## src/rtl/cve2_mem_arbiter.sv

```systemverilog
// cve2_mem_arbiter
//   Shares one req/gnt/rvalid memory port between the core's instruction-fetch
//   and load/store interfaces. Round-robin on contention, the selection is held
//   from the first unanswered request until it is granted, and an in-order ID
//   FIFO steers each response back to the port that issued it. All outputs are
//   combinational from inputs and state, so no cycles of latency are added.
//
// Ports
//   clk_i, rst_i              clock, asynchronous active-high reset
//   instr_*                   fetch side (read-only, full-word)
//   data_*                    LSU side (read/write with byte enables)
//   mem_*                     shared downstream port
//   busy_o                    at least one transaction outstanding
//
// Lock state
//   state    | meaning
//   LK_NONE  | no request pending, selection follows round-robin
//   LK_INSTR | fetch request issued but not yet granted, fetch held selected
//   LK_DATA  | LSU request issued but not yet granted, LSU held selected
module cve2_mem_arbiter #(
    parameter int MaxOutstanding = 2
) (
    input  logic        clk_i,
    input  logic        rst_i,
    input  logic        instr_req_i,
    input  logic [31:0] instr_addr_i,
    output logic        instr_gnt_o,
    output logic        instr_rvalid_o,
    output logic [31:0] instr_rdata_o,
    output logic        instr_err_o,
    input  logic        data_req_i,
    input  logic        data_we_i,
    input  logic [3:0]  data_be_i,
    input  logic [31:0] data_addr_i,
    input  logic [31:0] data_wdata_i,
    output logic        data_gnt_o,
    output logic        data_rvalid_o,
    output logic [31:0] data_rdata_o,
    output logic        data_err_o,
    output logic        mem_req_o,
    output logic        mem_we_o,
    output logic [3:0]  mem_be_o,
    output logic [31:0] mem_addr_o,
    output logic [31:0] mem_wdata_o,
    input  logic        mem_gnt_i,
    input  logic        mem_rvalid_i,
    input  logic [31:0] mem_rdata_i,
    input  logic        mem_err_i,
    output logic        busy_o
);

    localparam int CntW = $clog2(MaxOutstanding + 1);
    // ID storage sized to the full index range of the counter so the write
    // index never needs truncation; only the low MaxOutstanding bits are used.
    localparam int IdsW = 1 << CntW;

    typedef enum logic [1:0] {
        LK_NONE  = 2'd0,
        LK_INSTR = 2'd1,
        LK_DATA  = 2'd2
    } lock_e;

    lock_e              r_lock;
    lock_e              w_lock_nxt;
    logic               r_last;
    logic               w_last_nxt;
    logic [CntW-1:0]    r_cnt;
    logic [CntW-1:0]    w_cnt_nxt;
    logic [CntW-1:0]    w_wr_idx;
    logic [IdsW-1:0]    r_ids;
    logic [IdsW-1:0]    w_ids_nxt;
    logic               w_full;
    logic               w_any_req;
    logic               w_sel;
    logic               w_hs;
    logic               w_pop;

    assign w_full    = (r_cnt == CntW'(MaxOutstanding));
    assign w_any_req = instr_req_i | data_req_i;
    assign mem_req_o = w_any_req & ~w_full;

    // 0 = fetch, 1 = LSU
    always_comb begin
        w_sel = 1'b0;
        if (r_lock == LK_INSTR) begin
            w_sel = 1'b0;
        end else if (r_lock == LK_DATA) begin
            w_sel = 1'b1;
        end else if (instr_req_i && !data_req_i) begin
            w_sel = 1'b0;
        end else if (data_req_i && !instr_req_i) begin
            w_sel = 1'b1;
        end else if (instr_req_i && data_req_i) begin
            w_sel = ~r_last;
        end
    end

    assign mem_we_o    = w_sel ? data_we_i    : 1'b0;
    assign mem_be_o    = w_sel ? data_be_i    : 4'hF;
    assign mem_addr_o  = w_sel ? data_addr_i  : instr_addr_i;
    assign mem_wdata_o = w_sel ? data_wdata_i : 32'h0;

    assign w_hs        = mem_req_o & mem_gnt_i;
    assign instr_gnt_o = w_hs & ~w_sel;
    assign data_gnt_o  = w_hs & w_sel;

    // Responses with nothing outstanding are dropped rather than underflowing.
    assign w_pop          = mem_rvalid_i & (r_cnt != '0);
    assign instr_rvalid_o = w_pop & ~r_ids[0];
    assign data_rvalid_o  = w_pop & r_ids[0];
    assign instr_err_o    = mem_err_i & instr_rvalid_o;
    assign data_err_o     = mem_err_i & data_rvalid_o;
    assign instr_rdata_o  = mem_rdata_i;
    assign data_rdata_o   = mem_rdata_i;
    assign busy_o         = (r_cnt != '0);

    always_comb begin
        w_lock_nxt = r_lock;
        if (!w_any_req) begin
            // Requester withdrew: protocol violation, but never stay stuck.
            w_lock_nxt = LK_NONE;
        end else if (mem_req_o && !mem_gnt_i) begin
            w_lock_nxt = w_sel ? LK_DATA : LK_INSTR;
        end else if (w_hs) begin
            w_lock_nxt = LK_NONE;
        end
    end

    // Head of the ID FIFO is always bit 0; a pop shifts everything down, so a
    // simultaneous push lands one slot lower than it otherwise would.
    always_comb begin
        w_wr_idx  = r_cnt - CntW'(w_pop);
        w_ids_nxt = r_ids;
        if (w_pop) begin
            w_ids_nxt = r_ids >> 1;
        end
        if (w_hs) begin
            w_ids_nxt[w_wr_idx] = w_sel;
        end
        w_cnt_nxt  = r_cnt + CntW'(w_hs) - CntW'(w_pop);
        w_last_nxt = w_hs ? w_sel : r_last;
    end

    always_ff @(posedge clk_i or posedge rst_i) begin
        if (rst_i) begin
            r_lock <= LK_NONE;
            r_last <= 1'b1;
            r_cnt  <= '0;
            r_ids  <= '0;
        end else begin
            r_lock <= w_lock_nxt;
            r_last <= w_last_nxt;
            r_cnt  <= w_cnt_nxt;
            r_ids  <= w_ids_nxt;
        end
    end

    always @(posedge clk_i) begin
        if (!rst_i) begin
            assert (!(mem_rvalid_i && (r_cnt == '0)))
                else $warning("mem_rvalid_i with no transaction outstanding, response dropped");
        end
    end

endmodule

```

## config.mk

```make
export PLATFORM = sky130hd
export DESIGN_NAME = cve2_mem_arbiter
export DESIGN_NICKNAME = d
export VERILOG_FILES = /design/src/rtl/cve2_mem_arbiter.sv
export SDC_FILE = /design/constraint.sdc
export NUM_CORES = 1
export LEC_CHECK = 0
export BUFFER_PORTS_ARGS = -buffer_cell sky130_fd_sc_hd__buf_2
export CAP_MARGIN = 20
export CORE_AREA = 2 2 110 112
export DETAILED_ROUTE_END_ITERATION = 10
export DIE_AREA = 0 0 112 114
export MAX_ROUTING_LAYER = met4
export PLACE_DENSITY = 0.51
export SLEW_MARGIN = 20
export SYNTH_ARGS = -nofsm -noshare
export SYNTH_HDL_FRONTEND = slang
export SYNTH_SLANG_ARGS = --single-unit
export TNS_END_PERCENT = 10
```

## constraint.sdc

```tcl
create_clock -name clk_i -period 2.2 [get_ports clk_i]
set_input_delay 0.22 -clock clk_i [delete_from_list [all_inputs] [get_ports clk_i]]
set_output_delay 0.22 -clock clk_i [all_outputs]
set_load 0.005 [all_outputs]
```

==> flow_summary.yaml, run 1 <==
yosys:
  syn_area_um2: 1740
  postSynthRegisterBits: 9
  netlist.area_leader.share: 0.288
  synth_top_cells_by_area: "buf_4 (29%), mux2_2 (26%), and2_1 (13%)"
  ys_top_cells_by_count: "buf_4 (67), mux2_2 (40), and2_1 (36)"
  netlist_instances: 204
  synth_sequential_area_ratio: 0.130
  postSynthAreaPerCell_um2: 8.55
  synth_most_common_cell: "buf_4"
  synthDominantAreaCellType: "buf_4"
  async_reset_ff_frac: 1.00
  synth.lib_cells_used.distinct: 30
  synth-edff-count: 0
  synth_flop_cell: "dfrtp_1"
  synth.net_count: 347
  yosys_warnings: 0
layout:
  fin_nets: 467
  seqCellArea_um2: 226
  areaGrowthSynthToFinish_pct: 39.9
  final.fill_count: 1306
  drive_above_1_share: 0.731
  num_antenna_cells: 0
  multi_input_comb_area_um2: 953
sta:
  worst_slew_pin_slew_ps: 375
  worst_clock_skew_ps: 5.65
  slew_headroom: 0.750
  rsz0062_at_grt: "no"
  setup-tns-final_ps: 0
  slew_violations: 0
  max_freq_mhz: 478
  final_setup_violation_count: 0
  timing.final.crit_period_ps: 2090
  finalHoldViolCount: 0
  final_cycle_utilization_of_the_critical_path: 0.951
clock_tree:
  clk-insertion-delay-late_ps: 240
  clockRootBuffer: "clkbuf_16"
  htree_levels: 1
  numCtsBuffers: 3
  post-cts-setup-buffer-count: 0
  clk_pin_slew_worst_paths_ps: 40
  cts_tree: "built"
  ctsHoldBuffers: 1
  clock-sinks: 9
  cts.path.max_buffers: 2
  post_cts.resized_instances: 0
floorplan:
  floorplan.die.width_um: 112
  core_um2: 11700
  boundary_pins: 281
  chipHeight_um: 114
  row_count: 40
  dieArea_um2: 12800
  start_util: 0.149
worst_setup_path:
  path_max_fanout: 30
  slowest_stage_cell_on_the_critical_path: "mux2_2"
  worstReg2RegStart: "r_cnt[1]"
  critPathCaptureType: "primary output"
  start_kind: "flip-flop"
  timing.critical_path.arrival_ps: 1870
  required_ps: 1980
  crit_start: "r_last"
  max_stage_delay_ps: 370
  critical_path.cell_chain: "a21boi_2 > maj3_2 > buf_12 > mux2_2 > buf_2"
  worstSetupPathType: "flip-flop to primary output"
drt:
  route.vias.total: 1754
  first_iter_violations: 32
  final_antenna_net_count: 0
  remaining_drc_errors: 0
  via_per_inst: 3.73
  drt_pre_antenna_iters: 4
  drt-wirelength-per-cell_um: 14.0
  total_length_of_routed_wires_um: 6570
grt:
  overflow: 0
  number_of_global_route_vias_before_repair: 1684
  grt.total_usage: 0.0953
  wire_length_of_the_first_global_routing_pass_um: 9110
  pin_count_of_the_biggest_net_entering_global_routing: 47
  initial_antenna_violation_count: 0
status:
  outcome: "finished clean"
place:
  post-dp-hpwl_um: 5730
  final_weighted_congestion_in_routability_driven_placement: 0.819
  io_buffer_count: 184
pwr:
  static_leakage_uw: 0.00132
  power_density_nw_per_um2: 915
  finalPower_uw: 2230
  peakVddDrop_v: 0.000582
worst_hold_path:
  holdCritStartpoint: "mem_gnt_i"
  hold_class: "primary input to flip-flop"
flow_run:
  cap_violations: 0
==> cell type report <==
cell class                 instances  area share
multi-input combinational        117       0.391
tap                              147      0.0754
inverter                           5     0.00769
clock buffer                       4      0.0323
sequential                         9      0.0928
timing repair buffer             188       0.401
==> per-layer routing <==
layer  track usage  part of all wire  vias to the layer above
li1              -                 -                      842
met1         0.105              0.37                      787
met2         0.141              0.44                      121
met3        0.0707              0.19                        4
met4        0.0171            0.0064                        0
met5             -                 0                        -
==> stage by stage <==
step                instances  setup WS, ps  utilization  hold slack, ps  cell area (um^2)
CTS                       470          85.9        0.208             237              2440
floorplan                 204           102            -            47.2              1740
detailed placement        465           226        0.201             217              2350
global placement          465           274        0.201             206              2350
global route              470          8.12        0.208             260              2440
finish                    470           108        0.208             254              2440
==> registers in the layout, indices dropped and copies added, names as in the netlist <==
name,flops
r_ids,4
r_cnt,2
r_lock,2
r_last,1
==> power by group <==
group | internal, uW | switching (uW)
sequential | 246 | 69.4
clock | 242 | 80.6
combinational | 872 | 723
total | 1360 | 873
==> worst paths after layout <==
path,to,cells past startpoint,slack [ps]
setup reg to reg,r_ids[1],6,240
hold / removal,r_lock[0],2,250
hold reg to reg,r_lock[0],2,570
setup / recovery,mem_addr_o[7],5,110
max in group asynchronous,r_last,3,1400
min in group asynchronous,r_lock[0],3,490
==> worst max-delay path: cells and delay by family (launching register included) <==
| family | cells | cell delay [ps] |
|---|---|---|
| buffers and inverters | 2 | 340 |
| muxes | 1 | 370 |
| AOI/OAI and AO/OA | 1 | 230 |
| DFF | 1 | 360 |
| adders and majority gates | 1 | 310 |
==> logic make-up after synthesis <==
kind of cell             Yosys count  share of synthesized area
buffers and inverters             78                      0.324
AND/OR/NAND/NOR                   59                      0.203
multiplexers                      40                      0.258
AO/OA/AOI/OAI                     12                     0.0473
flip-flops                         9                      0.130
adder cells (fa/ha/maj)            4                     0.0280
XOR/XNOR                           2                     0.0100
==> layout by cell type (no fill, tap or decap), types with 2 or more instances in the layout <==
cell type / netlist / final
clkbuf_16: 0 / 3
nor2b_1: 2 / 2
or2_2: 2 / 2
nand2b_1: 7 / 7
nand3_1: 2 / 2
nand3b_1: 2 / 2
mux2_2: 40 / 40
and2_1: 36 / 36
dfrtp_1: 8 / 8
xnor2_1: 2 / 2
buf_2: 2 / 184
a21oi_1: 2 / 2
o21ai_0: 2 / 2
a211oi_1: 2 / 2
inv_1: 5 / 5
ha_1: 3 / 3
nor2_1: 5 / 5
buf_12: 0 / 2
Power figures use the tool's default switching activity.
==> run 2: changes to the inputs <==
==> constraint.sdc (replaced) <==
create_clock -name clk_i -period 1.8 [get_ports clk_i]
set_input_delay 0.18 -clock clk_i [delete_from_list [all_inputs] [get_ports clk_i]]
set_output_delay 0.18 -clock clk_i [all_outputs]
set_load 0.005 [all_outputs]
==> flow_summary.yaml, run 2 (synthesized netlist as in run 1, its figures left out) <==
pwr:
  clk_pwr_share: 0.111
  static_leakage_uw: 0.00151
  sequentialPowerShare: 0.107
  switching_share: 0.355
  design_internal_power_uw: 2310
  peakVddDrop_v: 0.000661
  power_density_nw_per_um2: 1240
  share_comb_of_total_power: 0.782
  netSwitchingPower_uw: 1270
drt:
  drt-wirelength-per-cell_um: 13.7
  via_per_inst: 3.83
  final_antenna_net_count: 0
  total_length_of_routed_wires_um: 6680
  drt_pre_antenna_iters: 4
  first_iter_violations: 31
  remaining_drc_errors: 0
  route.vias.total: 1867
sta:
  max_freq_mhz: 481
  final_cycle_utilization_of_the_critical_path: 1.15
  slew_violations: 0
  timing.final.crit_period_ps: 2080
  timing.final.ws_setup_ps: -278
  finalHoldViolCount: 0
  worst_clock_skew_ps: 1.23
  slew_headroom: 0.749
  worst_slew_pin_slew_ps: 376
  rsz0062_at_grt: "yes"
  setup-tns-final_ps: -16680
  final_setup_violation_count: 76
place:
  io_buffer_count: 184
  post-dp-hpwl_um: 4820
  final_weighted_congestion_in_routability_driven_placement: 0.936
  dp_slack_ps: 0.682
clock_tree:
  cts.path.max_buffers: 2
  htree_levels: 1
  clockRootBuffer: "clkbuf_16"
  cts_tree: "built"
  clock-sinks: 9
  clk-insertion-delay-late_ps: 230
  clk_pin_slew_worst_paths_ps: 40
  numCtsBuffers: 3
worst_setup_path:
  timing.critical_path.arrival_ps: 1900
  start_kind: "flip-flop"
  critPathCaptureType: "primary output"
  required_ps: 1620
  worstSetupPathType: "flip-flop to primary output"
  path_max_fanout: 10
layout:
  largest_reg_flops: 4
  final_common_cell: "buf_2"
  fin_nets: 484
  register_with_the_most_flip_flops: "r_ids"
  areaGrowthSynthToFinish_pct: 65.4
  biggestRegsByFlops: "r_ids (4), r_cnt (2), r_lock (2)"
  layout_common_cells: "buf_2 (167), mux2_2 (38), and2_1 (23)"
  num_antenna_cells: 0
  final.fill_count: 1261
  drive_above_1_share: 0.800
floorplan:
  row_count: 40
  floorplan.die.width_um: 112
  chipHeight_um: 114
  core_um2: 11700
  start_util: 0.149
  boundary_pins: 281
  dieArea_um2: 12800
flow_run:
  cap_violations: 0
grt:
  number_of_global_route_vias_before_repair: 1658
  grt.total_usage: 0.0772
  initial_antenna_violation_count: 0
  pin_count_of_the_biggest_net_entering_global_routing: 41
  overflow: 0
  wire_length_of_the_first_global_routing_pass_um: 7900
status:
  outcome: "finished, violations left"
  violations: "negative setup slack"
worst_hold_path:
  hold_class: "primary input to flip-flop"
==> run 2: repair_timing <==
item | 4_1_cts | 5_1_grt
pin swaps | 1 | 16
endpoints found under the setup margin | 69 | 75
buffers inserted | 0 | 5
hold endpoints to repair | 8 | 0
gates resized for setup | 0 | 39
hold buffers | 1 | 0
gates cloned | 0 | 8
==> run 2: final timing paths <==
path | startpoint | endpoint | slack, ps | depth (start not counted)
worst min register to register | r_lock[0] | r_lock[0] | 600 | 2
min in group asynchronous | rst_i | r_lock[1] | 460 | 3
worst min-delay path | mem_gnt_i | r_lock[0] | 210 | 2
max in group asynchronous | rst_i | r_last | 1030 | 3
worst max register to register | r_last | r_ids[3] | -90 | 6
worst max-delay path | r_last | mem_addr_o[14] | -280 | 5
==> run 2: power groups by stage <==
stage / Clock (uW) / Combinational (uW) / Sequential (uW)
5_1_grt: 420 / 3010 / 389
4_1_cts: 407 / 2040 / 368
3_3_place_gp: 0 / 1980 / 366
3_5_place_dp: 0 / 2020 / 370
2_1_floorplan: 0 / 1380 / 361
6_report: 396 / 2800 / 382
==> run 2: critical path, cell delays in order (launching register included) <==
cell and delay (ps):
dfstp_2 550, a21boi_4 90, maj3_4 430, clkbuf_16 200, mux2_2 260, buf_2 120
==> run 2: area by class of cell <==
| type | instances | area, um^2 | share of cell area |
|---|---|---|---|
| clock buffers | 4 | 78.8 | 0.0273 |
| inverters | 5 | 18.8 | 0.00651 |
| well taps | 147 | 184 | 0.0638 |
| repair buffers | 204 | 1330 | 0.462 |
| flip-flops and latches | 9 | 228 | 0.0790 |
| multi-input cells | 118 | 1040 | 0.362 |
==> run 2: metal layers <==
| layer | global-route usage | up-vias | part of all wire |
|---|---|---|---|
| met5 | - | - | 0 |
| met4 | 0.0220 | 0 | 0.0067 |
| met3 | 0.0112 | 14 | 0.069 |
| met2 | 0.130 | 93 | 0.48 |
| met1 | 0.0972 | 876 | 0.45 |
| li1 | - | 884 | - |
==> run 2: through the flow <==
step	std cells	area [um^2]	util	hold WS, ps	power, uW
after floorplan	204	1780	-	7.13	1740
after global placement	469	2410	0.206	168	2350
after detailed placement	469	2410	0.206	175	2390
after CTS	474	2500	0.213	210	2810
after global routing	487	2880	0.246	228	3820
final	487	2880	0.246	214	3580
